**src/rtl/cordic_iter.sv**
```systemverilog
// ---------------------------------------------------------------------------
// cordic_iter -- iterative CORDIC engine, one micro-rotation per clock.
//
// The iteration index and the arctangent constant come from outside: an
// external counter supplies count_in and an external ROM supplies
// atan_in = atan(2^-count_in) in the same angle format as z. This block only
// steers that counter (cnt_start / cnt_enable) and trusts whatever index it
// reports; it keeps no iteration count of its own.
//
// Handshake: start is a request sampled only in IDLE. An accepted start
// latches the operands and mode; busy stays high from the next cycle until
// the cycle after done. done is a single-cycle pulse, and the results on
// x_out/y_out/z_out are valid from that cycle and hold until the next done.
// A start seen while busy is dropped, not queued.
//
// Ports
//   clock       : single clock, rising edge
//   reset       : synchronous, active-high
//   start       : operation request (IDLE only)
//   mode        : 0 = rotation (drive z to 0), 1 = vectoring (drive y to 0)
//   x_in/y_in/z_in : signed operands, latched with start
//   count_in    : current iteration index from the external counter
//   atan_in     : atan(2^-count_in) from the external ROM
//   cnt_start   : counter restart request (holds the counter at 0)
//   cnt_enable  : counter enable
//   busy        : high in ITER and DONE
//   done        : one-cycle completion pulse
//   x_out/y_out/z_out : registered results
//   dbg_state_o : current FSM state, for observation only
// ---------------------------------------------------------------------------
module cordic_iter #(
    parameter int W        = 16,
    parameter int N_ITER   = 16,
    parameter int CNT_BITS = 6
) (
    input  logic                clock,
    input  logic                reset,
    input  logic                start,
    input  logic                mode,
    input  logic signed [W-1:0] x_in,
    input  logic signed [W-1:0] y_in,
    input  logic signed [W-1:0] z_in,
    input  logic [CNT_BITS-1:0] count_in,
    input  logic signed [W-1:0] atan_in,
    output logic                cnt_start,
    output logic                cnt_enable,
    output logic                busy,
    output logic                done,
    output logic signed [W-1:0] x_out,
    output logic signed [W-1:0] y_out,
    output logic signed [W-1:0] z_out,
    output logic [1:0]          dbg_state_o
);

    localparam logic [1:0] S_IDLE = 2'd0;
    localparam logic [1:0] S_ITER = 2'd1;
    localparam logic [1:0] S_DONE = 2'd2;

    localparam logic [CNT_BITS-1:0] LAST_IDX = CNT_BITS'(N_ITER - 1);

    logic [1:0]          state_q, state_d;
    logic signed [W-1:0] xr_q, xr_d;
    logic signed [W-1:0] yr_q, yr_d;
    logic signed [W-1:0] zr_q, zr_d;
    logic                mr_q, mr_d;
    logic signed [W-1:0] xo_q, xo_d;
    logic signed [W-1:0] yo_q, yo_d;
    logic signed [W-1:0] zo_q, zo_d;

    // Arithmetic right shift. Shifting by W or more leaves only sign bits,
    // so the result is 0 or -1; this is spelled out rather than left to the
    // semantics of an oversized shift amount.
    function automatic logic signed [W-1:0] ashr(input logic signed [W-1:0] v,
                                                 input logic [CNT_BITS-1:0] sh);
        logic signed [W-1:0] r;
        if (int'(sh) >= W) begin
            r = {W{v[W-1]}};
        end else begin
            r = v >>> sh;
        end
        return r;
    endfunction

    // One micro-rotation from the current working registers.
    logic                dir_pos;
    logic signed [W-1:0] y_shifted;
    logic signed [W-1:0] x_shifted;
    logic signed [W-1:0] x_rot, y_rot, z_rot;
    logic                last_iter;

    always_comb begin
        // d = +1 when z is non-negative in rotation mode, or when y is
        // negative in vectoring mode; d = -1 otherwise.
        dir_pos   = mr_q ? yr_q[W-1] : ~zr_q[W-1];
        y_shifted = ashr(yr_q, count_in);
        x_shifted = ashr(xr_q, count_in);
        // Plain W-bit wrap-around arithmetic: no saturation, no gain fix-up.
        if (dir_pos) begin
            x_rot = xr_q - y_shifted;
            y_rot = yr_q + x_shifted;
            z_rot = zr_q - atan_in;
        end else begin
            x_rot = xr_q + y_shifted;
            y_rot = yr_q - x_shifted;
            z_rot = zr_q + atan_in;
        end
        last_iter = (count_in == LAST_IDX);
    end

    // Next-state logic.
    always_comb begin
        state_d = state_q;
        xr_d    = xr_q;
        yr_d    = yr_q;
        zr_d    = zr_q;
        mr_d    = mr_q;
        xo_d    = xo_q;
        yo_d    = yo_q;
        zo_d    = zo_q;
        case (state_q)
            S_IDLE: begin
                if (start) begin
                    xr_d    = x_in;
                    yr_d    = y_in;
                    zr_d    = z_in;
                    mr_d    = mode;
                    state_d = S_ITER;
                end
            end
            S_ITER: begin
                xr_d = x_rot;
                yr_d = y_rot;
                zr_d = z_rot;
                if (last_iter) begin
                    // Results are captured on the same edge that enters
                    // DONE, so they are valid while done is high.
                    xo_d    = x_rot;
                    yo_d    = y_rot;
                    zo_d    = z_rot;
                    state_d = S_DONE;
                end
            end
            S_DONE: begin
                state_d = S_IDLE;
            end
            default: begin
                state_d = S_IDLE;
            end
        endcase
    end

    always_ff @(posedge clock) begin
        if (reset) begin
            state_q <= S_IDLE;
            xr_q    <= '0;
            yr_q    <= '0;
            zr_q    <= '0;
            mr_q    <= 1'b0;
            xo_q    <= '0;
            yo_q    <= '0;
            zo_q    <= '0;
        end else begin
            state_q <= state_d;
            xr_q    <= xr_d;
            yr_q    <= yr_d;
            zr_q    <= zr_d;
            mr_q    <= mr_d;
            xo_q    <= xo_d;
            yo_q    <= yo_d;
            zo_q    <= zo_d;
        end
    end

    // The counter is held at 0 everywhere except ITER, so count_in reads 0
    // in the first ITER cycle. Reset overrides the state so the counter is
    // also restarted when reset lands in the middle of ITER.
    assign cnt_start   = reset || (state_q != S_ITER);
    assign cnt_enable  = 1'b1;
    assign busy        = (state_q == S_ITER) || (state_q == S_DONE);
    assign done        = (state_q == S_DONE);
    assign x_out       = xo_q;
    assign y_out       = yo_q;
    assign z_out       = zo_q;
    assign dbg_state_o = state_q;

endmodule

```
**config.mk**
```make
export PLATFORM = sky130hd
export DESIGN_NAME = cordic_iter
export DESIGN_NICKNAME = d
export VERILOG_FILES = /design/src/rtl/cordic_iter.sv
export SDC_FILE = /design/constraint.sdc
export NUM_CORES = 1
export LEC_CHECK = 0
export BUFFER_PORTS_ARGS = -buffer_cell sky130_fd_sc_hd__clkbuf_2
export CORE_ASPECT_RATIO = 0.8
export CORE_MARGIN = 3
export CORE_UTILIZATION = 36
export DETAILED_ROUTE_END_ITERATION = 7
export HOLD_SLACK_MARGIN = 0.03
export MAX_ROUTING_LAYER = met4
export PLACE_DENSITY = 0.64
export SYNTH_ARGS = -nofsm -noshare
export SYNTH_HDL_FRONTEND = slang
export SYNTH_SLANG_ARGS = --single-unit
```
**constraint.sdc**
```tcl
create_clock -name clock -period 7.65 [get_ports clock]
set_clock_uncertainty 0.2 [all_clocks]
set_input_delay 1.1475 -clock clock [delete_from_list [all_inputs] [get_ports clock]]
set_output_delay 1.1475 -clock clock [all_outputs]
set_load 0.03 [all_outputs]
```
Word-level counts from Yosys, hierarchy flattened
Cells that the tools add are included.
- logic and storage cells: 47
- bits of input ports: 74
- flip-flop bits (word level): 99
- equal/unequal tests: 6
- muxes and demuxes: 15
- add/subtract/negate cells: 6
- bitwise operators: 1
- $lt $le $gt $ge: 1
- reductions and logical operators: 8
- shifts and indexed selects: 2
- operators with widths (operator ; count):
    $mux 16 ; 8
    $pmux 16 s2 ; 3
    $add 16x16->16 ; 3
    $sub 16x16->16 ; 3
    $sshr 16x6->16 ; 2
    $reduce_and 2->1 ; 4
    $eq 6x4->1 const B ; 1
    $ge 6x5->1 const B ; 1
    $mux 2 ; 2
    $ne 2x2->1 const B ; 2
    $pmux 2 s2 ; 1
    $eq 2x1->1 const B ; 1
    $eq 2x2->1 const B ; 1
    $logic_not 2->1 ; 1
    $logic_or 1x1->1 ; 2
    $ne 2x1->1 const B ; 1
    $reduce_bool 2->1 ; 1
    $mux 1 ; 1
    $not 1->1 ; 1

Longest topological paths before layout
- depth after elaboration: 5
- mapped depth: 23

Worst setup path after synthesis
No wires, ideal clock.
- path kind: in2reg
- start: input count_in[0]
- end: register xo_q[15], in the netlist x_out[15]
- required time: 7.364 ns
- arrival: 5.129 ns
- stages: 18
- setup time: 0.086 ns
- setup slack: 2.236 ns
- buffers on the path: 3
- path through: buf_6 -> buf_8 -> buf_8 -> mux4_2 -> a222oi_1 -> and2_1 -> ha_1 -> o21ai_0 -> ha_1 -> nor2b_1 -> o31a_1 -> o41ai_1 -> o22ai_1 -> o41ai_1 -> o21a_1 -> o21ai_0 -> xnor2_1 -> a211oi_1
- longest elaborated chain between the ends: 4
- elaborated cells on any way between the ends: 8
- ends and longest elaborated chain (element ; RTL line ; RTL):
    from (decl) ; 43 ; input logic [CNT_BITS-1:0] count_in,
    $sshr 16x6->16 or $ge 6x5->1 (tied branches) ; 79, 76 ;
    $mux 16 ; 76 ; if (int'(sh) >= W) begin
    $add 16x16->16 or $sub 16x16->16 (tied branches) ; 103, 99 ;
    $mux 16 ; 98 ; if (dir_pos) begin
    to (signal assigned) ; 168 ; xo_q <= xo_d;
    to (decl) ; 66 ; logic signed [W-1:0] xo_q, xo_d;
Several ways; a longest one is shown, not always the timed one.
A chain may end at the register's enable or synchronous reset.

Final worst setup path
Same ends and word-level chain as after synthesis.

==> metrics.md <==
| Metric | Value |
|---|---|
| Status | `complete, no violations` |
| Post-Place Setup Slack | `1.21 ns` |
| Fill cell count | `2466` |
| Post-route setup slack | `1.47 ns` |
| Met2 wire len | `12200 µm` |
| CP max stage delay | `0.69 ns` |
| Routed Antenna Nets | `0` |
| IO Pins | `128` |
| Register area share after synthesis | `0.224` |
| # diodes | `0` |
| Final setup viols | `0` |
| Syn nets | `1251` |
| Total number of vias | `8792` |
| Max Fclk | `0.162 GHz` |
| # Max-Cap Violations | `0` |
| Tmin final | `6.18 ns` |
| Vias in the first global route | `7996` |
| RSZ-0062 raised after global routing | `false` |
| Ys async rst share | `0` |
| CTS Sinks | `99` |
| Tot GR Track Use | `0.225` |
| FF+latch area | `1980 µm²` |
| Crit path DAT | `6.25 ns` |
| Required @ worst endpoint | `7.72 ns` |
| DRC violations left | `0` |
| Die W | `181 µm` |
| Slew HR | `0.327` |
| Via density per instance | `5.80` |
| Die ar. | `26500 µm²` |
| Post-CTS Setup Repair Bufs | `0` |
| Detailed Place HPWL | `22500 µm` |
| Cells after Synth | `1120` |
| Longest Clk Path Bufs | `2` |
| Worst-path cell with the longest stage delay | `nor3_1` |
| Fin. max-slew vios | `0` |
| Critical Path End Type | `register` |
| Row count | `50` |
| Placer Congestion | `1.01` |
| DRT Pass-1 Iters | `5` |
| Hold Crit Class | `register to register` |
| Synthesis Warnings | `0` |
| Largest net degree at the start of global routing | `71` |
| Tightest Pin Transition | `1.01 ns` |
| Grt total ovfl | `0` |
| Pwr dens | `236 nW/µm²` |
| CTS clock-pin slew for the worst setup and hold paths | `0.07 ns` |
| Worst-path fanout max | `36` |
| H-tree levels | `3` |
| Area leader, netlist | `dfxtp_1` |
| Final net count | `1330` |
| Post-DR wirelength/cell | `19.7 µm` |
| Cts bufs inserted | `9` |
| Cts repair resizes | `0` |
| IO Port Bufs | `126` |
| Setup TNS | `0 ns` |
| Initial antenna violation count | `0` |
| P_leak | `0.00397 µW` |
| Share of cells above drive strength 1 | `0.175` |
| Multi-input logic area | `6400 µm²` |
| Count of final hold-check violations | `0` |
| WL met1 | `14700 µm` |
| Crit path cell chain | `clkbuf_2, nor3_1, a221oi_2, a222oi_1, and2_1, ha_1, o21ai_0, ha_1, nor2b_1, o31a_1, o41ai_1, o22ai_1, o41ai_1, o21a_1, o21ai_0, xnor2_1, a211oi_1` |
| WL final | `29800 µm` |
| 1st-iter DRT viols | `990` |
| Most area-consuming cells after synthesis | `dfxtp_1 22%, ha_1 7.6%, mux2i_1 6.8%` |
| Highest metal used | `met4` |
| Library cells used by synthesis | `79` |
| First-pass GRT wire length | `46800 µm` |
| Post-synthesis register bit count | `99` |
| CTS root buf | `clkbuf_16` |
| CTS tree | `built` |
| Peak supply drop | `0.121 mV` |
| Startpoint Class | `input port` |
| Syn avg cell area | `7.89 µm²` |
| EDFF count, synth | `0` |
| Top FF cell, synth | `dfxtp_1` |
| Post-CTS Hold Fix Bufs | `0` |
| Fin crit share | `0.808` |
| Layout area overhead | `12.6%` |
| Core box area | `23800 µm²` |
| Combined area of all synthesized cells | `8840 µm²` |
| Post-synth top area share | `0.224` |
| Initial Util | `0.372` |
| Clk Latency, worst-skew pair | `0.37 ns` |
| Met3 routed WL | `2530 µm` |
| Setup CP Type | `input port to register` |
| Die height | `146 µm` |
| Post-Route Utilization | `0.419` |
[cell families after synthesis]
| kind of cell | share of synthesized area |
|---|---|
| compound gates | 0.245 |
| xor+xnor | 0.0812 |
| fa+ha+maj | 0.0832 |
| buf+inv | 0.0539 |
| flops | 0.224 |
| mux | 0.118 |
| other cells | 0.000424 |
| simple gates | 0.194 |
[report_power, final]
part / internal (µW) / switching [µW] / leakage (µW)
sequential: 552 / 70.3 / 0.000809
clock: 263 / 232 / 0.000156
combinational: 495 / 737 / 0.00301
total: 1310 / 1040 / 0.00397
[cell usage after synthesis, drive strengths merged, types with 8 or more instances]
cell type  instances
o21ai             49
dfxtp             99
and2               8
xnor2             50
nand2            141
nor3              16
or3                9
a31oi             15
a21oi            119
ha                54
mux4              18
nand3             16
nor2             110
a22oi             12
nor2b             13
mux2i             60
inv               26
buf               33
o211ai            16
nand4              9
o21a              10
and3               8
a21o              10
clkbuf            43
xor2              32
a211oi            56
[state kept, by name, summed over array words and instances (netlist names)]
register and flops:
x_out 16, xr_q 16, y_out 16, yr_q 16, z_out 16, zr_q 16, dbg_state_o 2, mr_q 1
[through the flow]
step	hold WS [ns]	std cells	cell area [µm²]	power, µW
2_1_floorplan	0.236	1120	8840	1530
3_3_place_gp	0.243	1500	9640	1830
3_5_place_dp	0.248	1500	9640	1830
4_1_cts	0.258	1516	9960	2340
5_1_grt	0.278	1516	9960	2510
6_report	0.256	1516	9960	2350
[routing by layer]
layer / vias to the layer above / track usage
met4: 0 / 0.0365
met1: 4142 / 0.345
met5: - / -
met2: 375 / 0.306
met3: 29 / 0.0448
li1: 4246 / -
[worst paths after layout]
path / start / endpoint / slack, ns / cells after the start
max: count_in[0] / x_out[15] / 1.47 / 17
min: z_out[10] / z_out[10] / 0.26 / 2
max reg2reg: yr_q[12] / x_out[15] / 2.50 / 17
min reg2reg: z_out[10] / z_out[10] / 0.26 / 2
[layout by cell type (no fill, tap or decap), types with 12 or more instances in the layout]
master | synthesis | routed
a211oi_1 | 54 | 54
a21oi_1 | 119 | 119
a22oi_1 | 12 | 12
a31oi_1 | 14 | 14
buf_4 | 6 | 19
clkbuf_2 | 0 | 125
dfxtp_1 | 99 | 99
ha_1 | 54 | 53
inv_1 | 26 | 26
mux2i_1 | 60 | 60
mux4_2 | 18 | 18
nand2_1 | 141 | 141
nand3_1 | 16 | 16
nor2_1 | 109 | 109
nor2b_1 | 13 | 13
nor3_1 | 15 | 14
o211ai_1 | 16 | 16
o21ai_0 | 43 | 43
xnor2_1 | 50 | 50
xor2_1 | 32 | 32
[worst max-delay path, delay by kind of cell]
| kind | cells | cell delay (ns) |
|---|---|---|
| compound gates | 10 | 2.80 |
| simple gates | 3 | 1.06 |
| buf+inv | 1 | 0.54 |
| fa+ha+maj | 2 | 0.52 |
| xor+xnor | 1 | 0.16 |
[area by class of cell]
cell class	instances	share of cell area
clock buffers	9	0.0226
clock inverters	7	0.00930
inverters	26	0.00980
multi-input cells	919	0.643
flip-flops and latches	99	0.199
well taps	312	0.0392
repair buffers	144	0.0772
(Power assumes the default switching activity.)
